### src/rtl/serial_port_pkg.sv
// Shared frame constants and FSM state encodings for the serial port bridge.
// No logic, no latency.
// No flow control; consumed by serial_port and its bench.
package serial_pkg;

    localparam int DATA_BITS        = 8;
    localparam int STOP_BITS        = 1;
    localparam int BAUD_DIV_DEFAULT = 434;

    typedef enum logic [1:0] {
        TX_IDLE,
        TX_START,
        TX_DATA,
        TX_STOP
    } tx_state_e;

    typedef enum logic [1:0] {
        RX_IDLE,
        RX_START,
        RX_DATA,
        RX_STOP
    } rx_state_e;

endpackage

### src/rtl/serial_port_if.sv
// Datapath-side byte bus of the serial port: write strobe, read strobe, status.
// Pure wiring, no latency.
// tx_ready_out gates writes; rd_valid_out/rd_en_in form the read handshake.
interface serial_port_if;

    logic [7:0] wr_data_in;
    logic       wr_en_in;
    logic       rd_en_in;
    logic [7:0] rd_data_out;
    logic       rd_valid_out;
    logic       tx_ready_out;

    modport master (
        output wr_data_in, wr_en_in, rd_en_in,
        input  rd_data_out, rd_valid_out, tx_ready_out
    );

    modport slave (
        input  wr_data_in, wr_en_in, rd_en_in,
        output rd_data_out, rd_valid_out, tx_ready_out
    );

endinterface

### src/rtl/serial_port_fifo.sv
// Generic synchronous FIFO with head-of-queue output and next-cycle level.
// Push visible at dout_o one edge after the push; level_nxt_o is combinational.
// Push while full is dropped unless a pop happens in the same cycle.
module serial_fifo #(
    parameter  int WIDTH = 8,
    parameter  int DEPTH = 8,
    localparam int AW    = $clog2(DEPTH)
) (
    input  logic             clk,
    input  logic             rst_n,
    input  logic             push_i,
    input  logic             pop_i,
    input  logic [WIDTH-1:0] din_i,
    output logic [WIDTH-1:0] dout_o,
    output logic             empty_o,
    output logic [AW:0]      level_nxt_o
);

    localparam logic [AW:0] FULL_LVL = DEPTH[AW:0];

    logic [WIDTH-1:0] mem_q [DEPTH];
    logic [AW-1:0]    wr_ptr_q;
    logic [AW-1:0]    rd_ptr_q;
    logic [AW:0]      level_q;
    logic             full;
    logic             push_ok;
    logic             pop_ok;

    assign full    = (level_q == FULL_LVL);
    assign empty_o = (level_q == '0);
    assign pop_ok  = pop_i && !empty_o;
    assign push_ok = push_i && (!full || pop_ok);
    assign dout_o  = mem_q[rd_ptr_q];

    always_comb begin
        level_nxt_o = level_q;
        if (push_ok && !pop_ok) begin
            level_nxt_o = level_q + 1'b1;
        end else if (!push_ok && pop_ok) begin
            level_nxt_o = level_q - 1'b1;
        end
    end

    always_ff @(posedge clk or negedge rst_n) begin
        if (!rst_n) begin
            wr_ptr_q <= '0;
            rd_ptr_q <= '0;
            level_q  <= '0;
        end else begin
            if (push_ok) wr_ptr_q <= wr_ptr_q + 1'b1;
            if (pop_ok)  rd_ptr_q <= rd_ptr_q + 1'b1;
            level_q <= level_nxt_o;
        end
    end

    always_ff @(posedge clk) begin
        if (push_ok) mem_q[wr_ptr_q] <= din_i;
    end

endmodule

### src/rtl/serial_port.sv
// Byte bridge between datapath and UART pins: TX FIFO + 8N1 shifter, RX deserializer.
// TX start bit on the pin 2 edges after an accepted write; RX valid ~9.5 bit times after start.
// Writes blocked by tx_ready_out (TX FIFO full); RX overrun drops new bytes. Option: SERIAL_PORT_RX_FIFO_EN.
module serial_port
    import serial_pkg::*;
#(
    parameter int BAUD_DIV   = BAUD_DIV_DEFAULT,
    parameter int FIFO_DEPTH = 8
) (
    input  logic          clock,
    input  logic          reset,
    serial_port_if.slave  bus,
    input  logic          uart_rx_in,
    output logic          uart_tx_out
);

    localparam int               CNT_W     = $clog2(BAUD_DIV);
    localparam int               LVL_W     = $clog2(FIFO_DEPTH) + 1;
    localparam logic [CNT_W-1:0] CNT_LAST  = CNT_W'(BAUD_DIV - 1);
    localparam logic [CNT_W-1:0] CNT_HALF  = CNT_W'(BAUD_DIV / 2 - 1);
    localparam logic [2:0]       BIT_LAST  = 3'(DATA_BITS - 1);
    localparam logic [2:0]       STOP_LAST = 3'(STOP_BITS - 1);
    localparam logic [LVL_W-1:0] FULL_LVL  = FIFO_DEPTH[LVL_W-1:0];

    // ---------------- TX ----------------
    tx_state_e        tx_state_q, tx_state_d;
    logic [CNT_W-1:0] tx_cnt_q, tx_cnt_d;
    logic [2:0]       tx_bit_q, tx_bit_d;
    logic [7:0]       tx_shr_q, tx_shr_d;
    logic             tx_line_q, tx_line_d;
    logic             tx_ready_q;
    logic             tx_cnt_end;
    logic             tx_pop;
    logic [7:0]       tx_fifo_dout;
    logic             tx_fifo_empty;
    logic [LVL_W-1:0] tx_level_nxt;

    serial_fifo #(.WIDTH(8), .DEPTH(FIFO_DEPTH)) u_tx_fifo (
        .clk         (clock),
        .rst_n       (reset),
        .push_i      (bus.wr_en_in),
        .pop_i       (tx_pop),
        .din_i       (bus.wr_data_in),
        .dout_o      (tx_fifo_dout),
        .empty_o     (tx_fifo_empty),
        .level_nxt_o (tx_level_nxt)
    );

    assign tx_cnt_end = (tx_cnt_q == CNT_LAST);

    always_comb begin
        tx_state_d = tx_state_q;
        tx_cnt_d   = tx_cnt_end ? '0 : tx_cnt_q + 1'b1;
        tx_bit_d   = tx_bit_q;
        tx_shr_d   = tx_shr_q;
        tx_pop     = 1'b0;
        unique case (tx_state_q)
            TX_IDLE: begin
                tx_cnt_d = '0;
                if (!tx_fifo_empty) begin
                    tx_pop     = 1'b1;
                    tx_shr_d   = tx_fifo_dout;
                    tx_state_d = TX_START;
                end
            end
            TX_START: begin
                if (tx_cnt_end) begin
                    tx_bit_d   = '0;
                    tx_state_d = TX_DATA;
                end
            end
            TX_DATA: begin
                if (tx_cnt_end) begin
                    tx_shr_d = {1'b0, tx_shr_q[7:1]};
                    tx_bit_d = tx_bit_q + 1'b1;
                    if (tx_bit_q == BIT_LAST) begin
                        tx_bit_d   = '0;
                        tx_state_d = TX_STOP;
                    end
                end
            end
            TX_STOP: begin
                if (tx_cnt_end) begin
                    tx_bit_d = tx_bit_q + 1'b1;
                    if (tx_bit_q == STOP_LAST) begin
                        // Chain straight into the next start bit when more bytes wait.
                        tx_bit_d   = '0;
                        tx_state_d = TX_IDLE;
                        if (!tx_fifo_empty) begin
                            tx_pop     = 1'b1;
                            tx_shr_d   = tx_fifo_dout;
                            tx_state_d = TX_START;
                        end
                    end
                end
            end
            default: tx_state_d = TX_IDLE;
        endcase
    end

    always_comb begin
        tx_line_d = 1'b1;
        unique case (tx_state_q)
            TX_START: tx_line_d = 1'b0;
            TX_DATA:  tx_line_d = tx_shr_q[0];
            default:  tx_line_d = 1'b1;
        endcase
    end

    always_ff @(posedge clock or negedge reset) begin
        if (!reset) begin
            tx_state_q <= TX_IDLE;
            tx_cnt_q   <= '0;
            tx_bit_q   <= '0;
            tx_shr_q   <= '0;
            tx_line_q  <= 1'b1;
            tx_ready_q <= 1'b1;
        end else begin
            tx_state_q <= tx_state_d;
            tx_cnt_q   <= tx_cnt_d;
            tx_bit_q   <= tx_bit_d;
            tx_shr_q   <= tx_shr_d;
            tx_line_q  <= tx_line_d;
            tx_ready_q <= (tx_level_nxt != FULL_LVL);
        end
    end

    assign uart_tx_out      = tx_line_q;
    assign bus.tx_ready_out = tx_ready_q;

    // ---------------- RX ----------------
    rx_state_e        rx_state_q, rx_state_d;
    logic [CNT_W-1:0] rx_cnt_q, rx_cnt_d;
    logic [2:0]       rx_bit_q, rx_bit_d;
    logic [7:0]       rx_shr_q, rx_shr_d;
    logic             rx_s1_q, rx_s2_q, rx_prev_q;
    logic             rx_cnt_end;
    logic             rx_deliver;

    assign rx_cnt_end = (rx_cnt_q == CNT_LAST);

    always_comb begin
        rx_state_d = rx_state_q;
        rx_cnt_d   = rx_cnt_end ? '0 : rx_cnt_q + 1'b1;
        rx_bit_d   = rx_bit_q;
        rx_shr_d   = rx_shr_q;
        rx_deliver = 1'b0;
        unique case (rx_state_q)
            RX_IDLE: begin
                rx_cnt_d = '0;
                // A falling edge needs the line to have been high first, which also
                // holds off restarts after a framing error until the line recovers.
                if (rx_prev_q && !rx_s2_q) rx_state_d = RX_START;
            end
            RX_START: begin
                if (rx_cnt_q == CNT_HALF) begin
                    rx_cnt_d   = '0;
                    rx_bit_d   = '0;
                    rx_state_d = rx_s2_q ? RX_IDLE : RX_DATA;
                end
            end
            RX_DATA: begin
                if (rx_cnt_end) begin
                    rx_shr_d = {rx_s2_q, rx_shr_q[7:1]};
                    rx_bit_d = rx_bit_q + 1'b1;
                    if (rx_bit_q == BIT_LAST) rx_state_d = RX_STOP;
                end
            end
            RX_STOP: begin
                if (rx_cnt_end) begin
                    rx_deliver = rx_s2_q;
                    rx_state_d = RX_IDLE;
                end
            end
            default: rx_state_d = RX_IDLE;
        endcase
    end

    always_ff @(posedge clock or negedge reset) begin
        if (!reset) begin
            rx_s1_q    <= 1'b1;
            rx_s2_q    <= 1'b1;
            rx_prev_q  <= 1'b1;
            rx_state_q <= RX_IDLE;
            rx_cnt_q   <= '0;
            rx_bit_q   <= '0;
            rx_shr_q   <= '0;
        end else begin
            rx_s1_q    <= uart_rx_in;
            rx_s2_q    <= rx_s1_q;
            rx_prev_q  <= rx_s2_q;
            rx_state_q <= rx_state_d;
            rx_cnt_q   <= rx_cnt_d;
            rx_bit_q   <= rx_bit_d;
            rx_shr_q   <= rx_shr_d;
        end
    end

`ifdef SERIAL_PORT_RX_FIFO_EN
    logic [7:0]       rx_fifo_dout;
    logic             rx_fifo_empty;
    logic [LVL_W-1:0] rx_level_unused;

    serial_fifo #(.WIDTH(8), .DEPTH(FIFO_DEPTH)) u_rx_fifo (
        .clk         (clock),
        .rst_n       (reset),
        .push_i      (rx_deliver),
        .pop_i       (bus.rd_en_in),
        .din_i       (rx_shr_q),
        .dout_o      (rx_fifo_dout),
        .empty_o     (rx_fifo_empty),
        .level_nxt_o (rx_level_unused)
    );

    assign bus.rd_data_out  = rx_fifo_empty ? 8'h00 : rx_fifo_dout;
    assign bus.rd_valid_out = !rx_fifo_empty;
`else
    logic [7:0] rx_hold_q;
    logic       rx_valid_q;

    // A read in the delivery cycle frees the register, so the new byte still lands.
    always_ff @(posedge clock or negedge reset) begin
        if (!reset) begin
            rx_hold_q  <= '0;
            rx_valid_q <= 1'b0;
        end else if (rx_deliver && (!rx_valid_q || bus.rd_en_in)) begin
            rx_hold_q  <= rx_shr_q;
            rx_valid_q <= 1'b1;
        end else if (bus.rd_en_in) begin
            rx_valid_q <= 1'b0;
        end
    end

    assign bus.rd_data_out  = rx_hold_q;
    assign bus.rd_valid_out = rx_valid_q;
`endif

endmodule

### src/flat_wrapper.sv
// flat-port wrapper written by rule: the top's interface ports become plain ports
module serial_port_flat import serial_pkg::*;
#(
    parameter int BAUD_DIV   = BAUD_DIV_DEFAULT,
    parameter int FIFO_DEPTH = 8
)
  (clock, reset, uart_rx_in, uart_tx_out, bus_wr_data_in, bus_wr_en_in, bus_rd_en_in, bus_rd_data_out, bus_rd_valid_out, bus_tx_ready_out);
  serial_port_if bus_i ();
  input  logic clock;
  input  logic reset;
  input  logic uart_rx_in;
  output logic uart_tx_out;
  input wire logic [$bits(bus_i.wr_data_in)-1:0] bus_wr_data_in;
  input wire logic [$bits(bus_i.wr_en_in)-1:0] bus_wr_en_in;
  input wire logic [$bits(bus_i.rd_en_in)-1:0] bus_rd_en_in;
  output wire logic [$bits(bus_i.rd_data_out)-1:0] bus_rd_data_out;
  output wire logic [$bits(bus_i.rd_valid_out)-1:0] bus_rd_valid_out;
  output wire logic [$bits(bus_i.tx_ready_out)-1:0] bus_tx_ready_out;
  assign bus_i.wr_data_in = bus_wr_data_in;
  assign bus_i.wr_en_in = bus_wr_en_in;
  assign bus_i.rd_en_in = bus_rd_en_in;
  assign bus_rd_data_out = bus_i.rd_data_out;
  assign bus_rd_valid_out = bus_i.rd_valid_out;
  assign bus_tx_ready_out = bus_i.tx_ready_out;
  serial_port #(.BAUD_DIV(BAUD_DIV), .FIFO_DEPTH(FIFO_DEPTH)) u_core (.clock(clock), .reset(reset), .bus(bus_i), .uart_rx_in(uart_rx_in), .uart_tx_out(uart_tx_out));
endmodule
### config.mk
export PLATFORM = sky130hd
export DESIGN_NAME = serial_port_flat
export DESIGN_NICKNAME = d
export VERILOG_FILES = /design/src/rtl/serial_port_pkg.sv /design/src/rtl/serial_port_if.sv /design/src/rtl/serial_port_fifo.sv /design/src/rtl/serial_port.sv /design/src/flat_wrapper.sv
export SDC_FILE = /design/constraint.sdc
export NUM_CORES = 1
export LEC_CHECK = 0
export ABC_AREA = 1
export ABC_CLOCK_PERIOD_IN_PS = 2750
export BUFFER_PORTS_ARGS = -buffer_cell sky130_fd_sc_hd__buf_2
export CORE_ASPECT_RATIO = 0.6
export CORE_MARGIN = 4
export CORE_UTILIZATION = 64
export CTS_BUF_LIST = sky130_fd_sc_hd__clkbuf_8
export DETAILED_ROUTE_END_ITERATION = 8
export PLACE_DENSITY = 0.82
export SYNTH_ARGS = -nofsm -noshare
export SYNTH_HDL_FRONTEND = slang
export SYNTH_SLANG_ARGS = --single-unit
### constraint.sdc
create_clock -name clock -period 2.75 [get_ports clock]
set_input_delay 0.1375 -clock clock [delete_from_list [all_inputs] [get_ports clock]]
set_output_delay 0.1375 -clock clock [all_outputs]
set_load 0.02 [all_outputs]
==> impl_metrics.csv <==
group,metric,value,unit
synth,synth_area_per_cell,10.2,um2
setup_path,crit_chain,"inv_1, ha_1, a21oi_2, nand3_2, nand2_4, nand2_4, nand3_2, nand2_2, or2_4, nor2_2",
drt,totalWireLength,12.2,mm
setup_path,cpPeakStageDelay,0.40,ns
sta,finalHoldViolCount,0,
clock_tree,cts_buffer_depth,2,
clock_tree,cts_tree,"built",
sta,whs,0.0376,ns
synth,synth_nets,620,
clock_tree,cts_setup_buffers,0,
job,maxCapViolations,0,
sta,finalCritPeriodShare,88.2,%
setup_path,path_max_fanout,8,
floorplan,pin_count,24,
global_routing,antenna_found_initial,1,
synth,synthCells,583,
setup_path,crit_start,"u_core.u_tx_fifo.level_q[0]$_DFF_PN0_",
drt,ant_nets,0,
drt,viasPerCell,5.66,
sta,period_needed,2.43,ns
place,place_hpwl,8.47,mm
setup_path,path_class,"reg2reg",
floorplan,die_x,133,um
drt,drt_iter0_drc,396,
sta,rsz0062_at_grt,"no",
place,numPortBuffers,23,
setup_path,arrival,2.51,ns
power_and_ir_drop,vdd_drop_max,0.618,mV
clock_tree,cts_made_buffers,17,
global_routing,first_global_vias,4078,
sta,drv_slew,0,
clock_tree,clock_latency,0.44,ns
drt,dr.pass1.iters,5,
sta,fin_skew,0.0110,ns
setup_path,endpoint_kind,"register",
setup_path,crit_slowest_cell,"dfrtp_1",
place,dpl_cell_area,6230,um2
synth,seq_area_frac_synth,60.8,%
drt,routedWlPerCell,16.3,um
synth,yosysTopAreaCellShare,32.2,%
setup_path,critPathBufInv,1,
hold_path,hold-path-endpoint,"u_core.u_tx_fifo.mem_q[7][0]$_DFFE_PP_",
sta,tns,0,ns
setup_path,cp_top_family,"simple AND/OR/NAND/NOR gates",
global_routing,grt_pass1_wl,20.4,mm
setup_path,rr_startpoint,"u_core.u_tx_fifo.level_q[0]$_DFF_PN0_",
synth,synth_seq_cells,132,
final_layout,diodes,0,
final_layout,utilization,76.4,%
hold_path,min-delay-start,"bus_wr_data_in[0]",
clock_tree,clk_pin_slew_worst_paths,0.08,ns
outcome,status,"complete, no violations",
global_routing,track_usage,23.7,%
final_layout,nets,664,
floorplan,die_h,82.8,um
sta,slew_headroom,44.5,%
drt,dr_total_vias,4258,
power_and_ir_drop,p_leak,2.89,nW
final_layout,drive_gt1_share,15.2,%
final_layout,syn2layout_area_growth,12.3,%
final_layout,nFillCells,565,
sta,fin_ws,0.324,ns
setup_path,crit_required,2.84,ns
sta,tightest_slew,0.833,ns
setup_path,critPathLaunchType,"register",
power_and_ir_drop,powerDensity,1040,nW/um2
synth,yosysUniqueCellTypes,41,
hold_path,hold_path_depth,1,
global_routing,grt_start_max_net_pins,69,
global_routing,globalRoute.totalOverflow,0,
sta,setup_violations,0,
setup_path,r2r_cells,10,
clock_tree,cts_root_buf,"clkbuf_8",
setup_path,r2r_slack,0.32,ns
place,pre_cts_ws,0.346,ns
drt,drt_drc_violations_left,0,
clock_tree,h-tree-depth,4,
floorplan,die-area,11000,um2
setup_path,r2r-end,"u_core.u_tx_fifo.mem_q[0][3]$_DFFE_PP_",
sta,fmax,412,MHz
synth,synth_top_area_cell,"edfxtp_1",
synth,synth.area.top_cells,"edfxtp_1 (32%), dfrtp_1 (26%), nand2_1 (6.5%)",
floorplan,fp-row-count,26,
hold_path,hp-class,"in2reg",
place,gp_congestion,0.863,
clock_tree,cts.sinks,132,
floorplan,initial_core_util,68.0,%
floorplan,core_area,8780,um2
final_layout,finalInstanceArea,6710,um2
synth,yosys_warnings,0,
synth,syn_area,5970,um2
==> worst max path at each step <==
| stage | slack [ns] | end | cells past startpoint |
|---|---|---|---|
| 6_report | 0.32 | u_core.u_tx_fifo.mem_q[0][3]$_DFFE_PP_ | 10 |
| 5_1_grt | 0.18 | u_core.u_tx_fifo.mem_q[0][7]$_DFFE_PP_ | 10 |
| 4_1_cts | 0.32 | u_core.u_tx_fifo.mem_q[0][3]$_DFFE_PP_ | 10 |
| 3_5_place_dp | 0.35 | u_core.u_tx_fifo.mem_q[2][1]$_DFFE_PP_ | 10 |
| 3_3_place_gp | 0.47 | u_core.u_tx_fifo.mem_q[0][1]$_DFFE_PP_ | 10 |
| 2_1_floorplan | 0.60 | u_core.u_tx_fifo.mem_q[1][0]$_DFFE_PP_ | 11 |
==> kinds of logic (layout without fill, tap and decap cells) <==
family,Yosys count,in the layout,share of synthesized area [%]
and+or+nand+nor,223,223,16.7
AOI/OAI and AO/OA,112,112,10.6
buffers and inverters,82,139,5.36
xor gates and xnor gates,9,9,1.32
adders and majority gates,24,24,5.03
muxes,1,1,0.189
DFF,132,132,60.8
==> flip-flops by register name (all words and copies together), names as in the netlist, 2 cells and up, named ones only <==
name	flops
u_core.bus.rd_data_out	8
u_core.rx_bit_q	3
u_core.rx_cnt_q	9
u_core.rx_shr_q	8
u_core.tx_bit_q	3
u_core.tx_cnt_q	9
u_core.tx_shr_q	8
u_core.tx_state_q	2
u_core.u_tx_fifo.level_q	4
u_core.u_tx_fifo.mem_q	64
u_core.u_tx_fifo.rd_ptr_q	3
u_core.u_tx_fifo.wr_ptr_q	3
==> area by class of cell <==
class	count	area, um2	area share, %
clock inverter	15	171	2.55
sequential	132	3630	54.1
clock buffer	17	234	3.49
tap	112	140	2.09
multi-input combinational	369	2020	30.2
inverter	67	251	3.75
timing repair buffer	40	260	3.88
==> cell usage in the layout, fill, tap and decap left out, drive strengths merged, types with 2 or more instances in the layout <==
cell / instances
nand2: 107
inv: 73
nor2: 70
o21ai: 68
edfxtp: 64
dfrtp: 63
buf: 33
ha: 24
nand3: 23
clkbuf: 17
a21oi: 17
o22ai: 14
nor3: 9
xor2: 8
o211ai: 8
dlygate4sd3: 7
nand4: 6
dfstp: 5
clkinv: 5
or2: 3
and3: 2
nor3b: 2
o31ai: 2
a221o: 2
bufinv: 2
clkinvlp: 2
==> what timing repair did <==
action / 4_1_cts / 5_1_grt
hold buffers: 7 / 0
hold endpoints to repair: 89 / 0
gates resized for setup: 0 / 0
==> per-stage QoR <==
step | cells | total power [W]
after floorplan | 583 | 0.00461
after global placement | 713 | 0.00518
after detailed placement | 713 | 0.00529
after CTS | 752 | 0.00696
after global routing | 752 | 0.00746
final | 752 | 0.00697
==> power by group <==
group	leakage [nW]	switching, W	internal [W]
registers	1.46	0.000262	0.00249
logic	1.22	0.00171	0.000859
clock network	0.204	0.000823	0.000833
==> routing by layer <==
| layer | vias up | GRT usage (%) | part of all wire, % |
|---|---|---|---|
| met4 | 2 | 8.49 | 1.9 |
| met5 | - | 0 | 0.074 |
| met2 | 160 | 32.9 | 42 |
| met3 | 28 | 9.12 | 9.7 |
| met1 | 2014 | 34.2 | 46 |
| li1 | 2054 | - | - |
==> Yosys cell counts, drive strengths merged <==
| library cell | n |
|---|---|
| a21oi | 17 |
| a221o | 2 |
| a31o | 1 |
| and3 | 2 |
| buf | 5 |
| clkbuf | 10 |
| clkinv | 3 |
| dfrtp | 63 |
| dfstp | 5 |
| edfxtp | 64 |
| ha | 24 |
| inv | 64 |
| mux2 | 1 |
| nand2 | 107 |
| nand3 | 23 |
| nand4 | 6 |
| nor2 | 70 |
| nor3 | 9 |
| nor3b | 2 |
| nor4 | 1 |
| o211ai | 8 |
| o21ai | 68 |
| o22ai | 14 |
| o31ai | 2 |
| or2 | 3 |
| xnor2 | 1 |
| xor2 | 8 |
(Power assumes the default switching activity.)
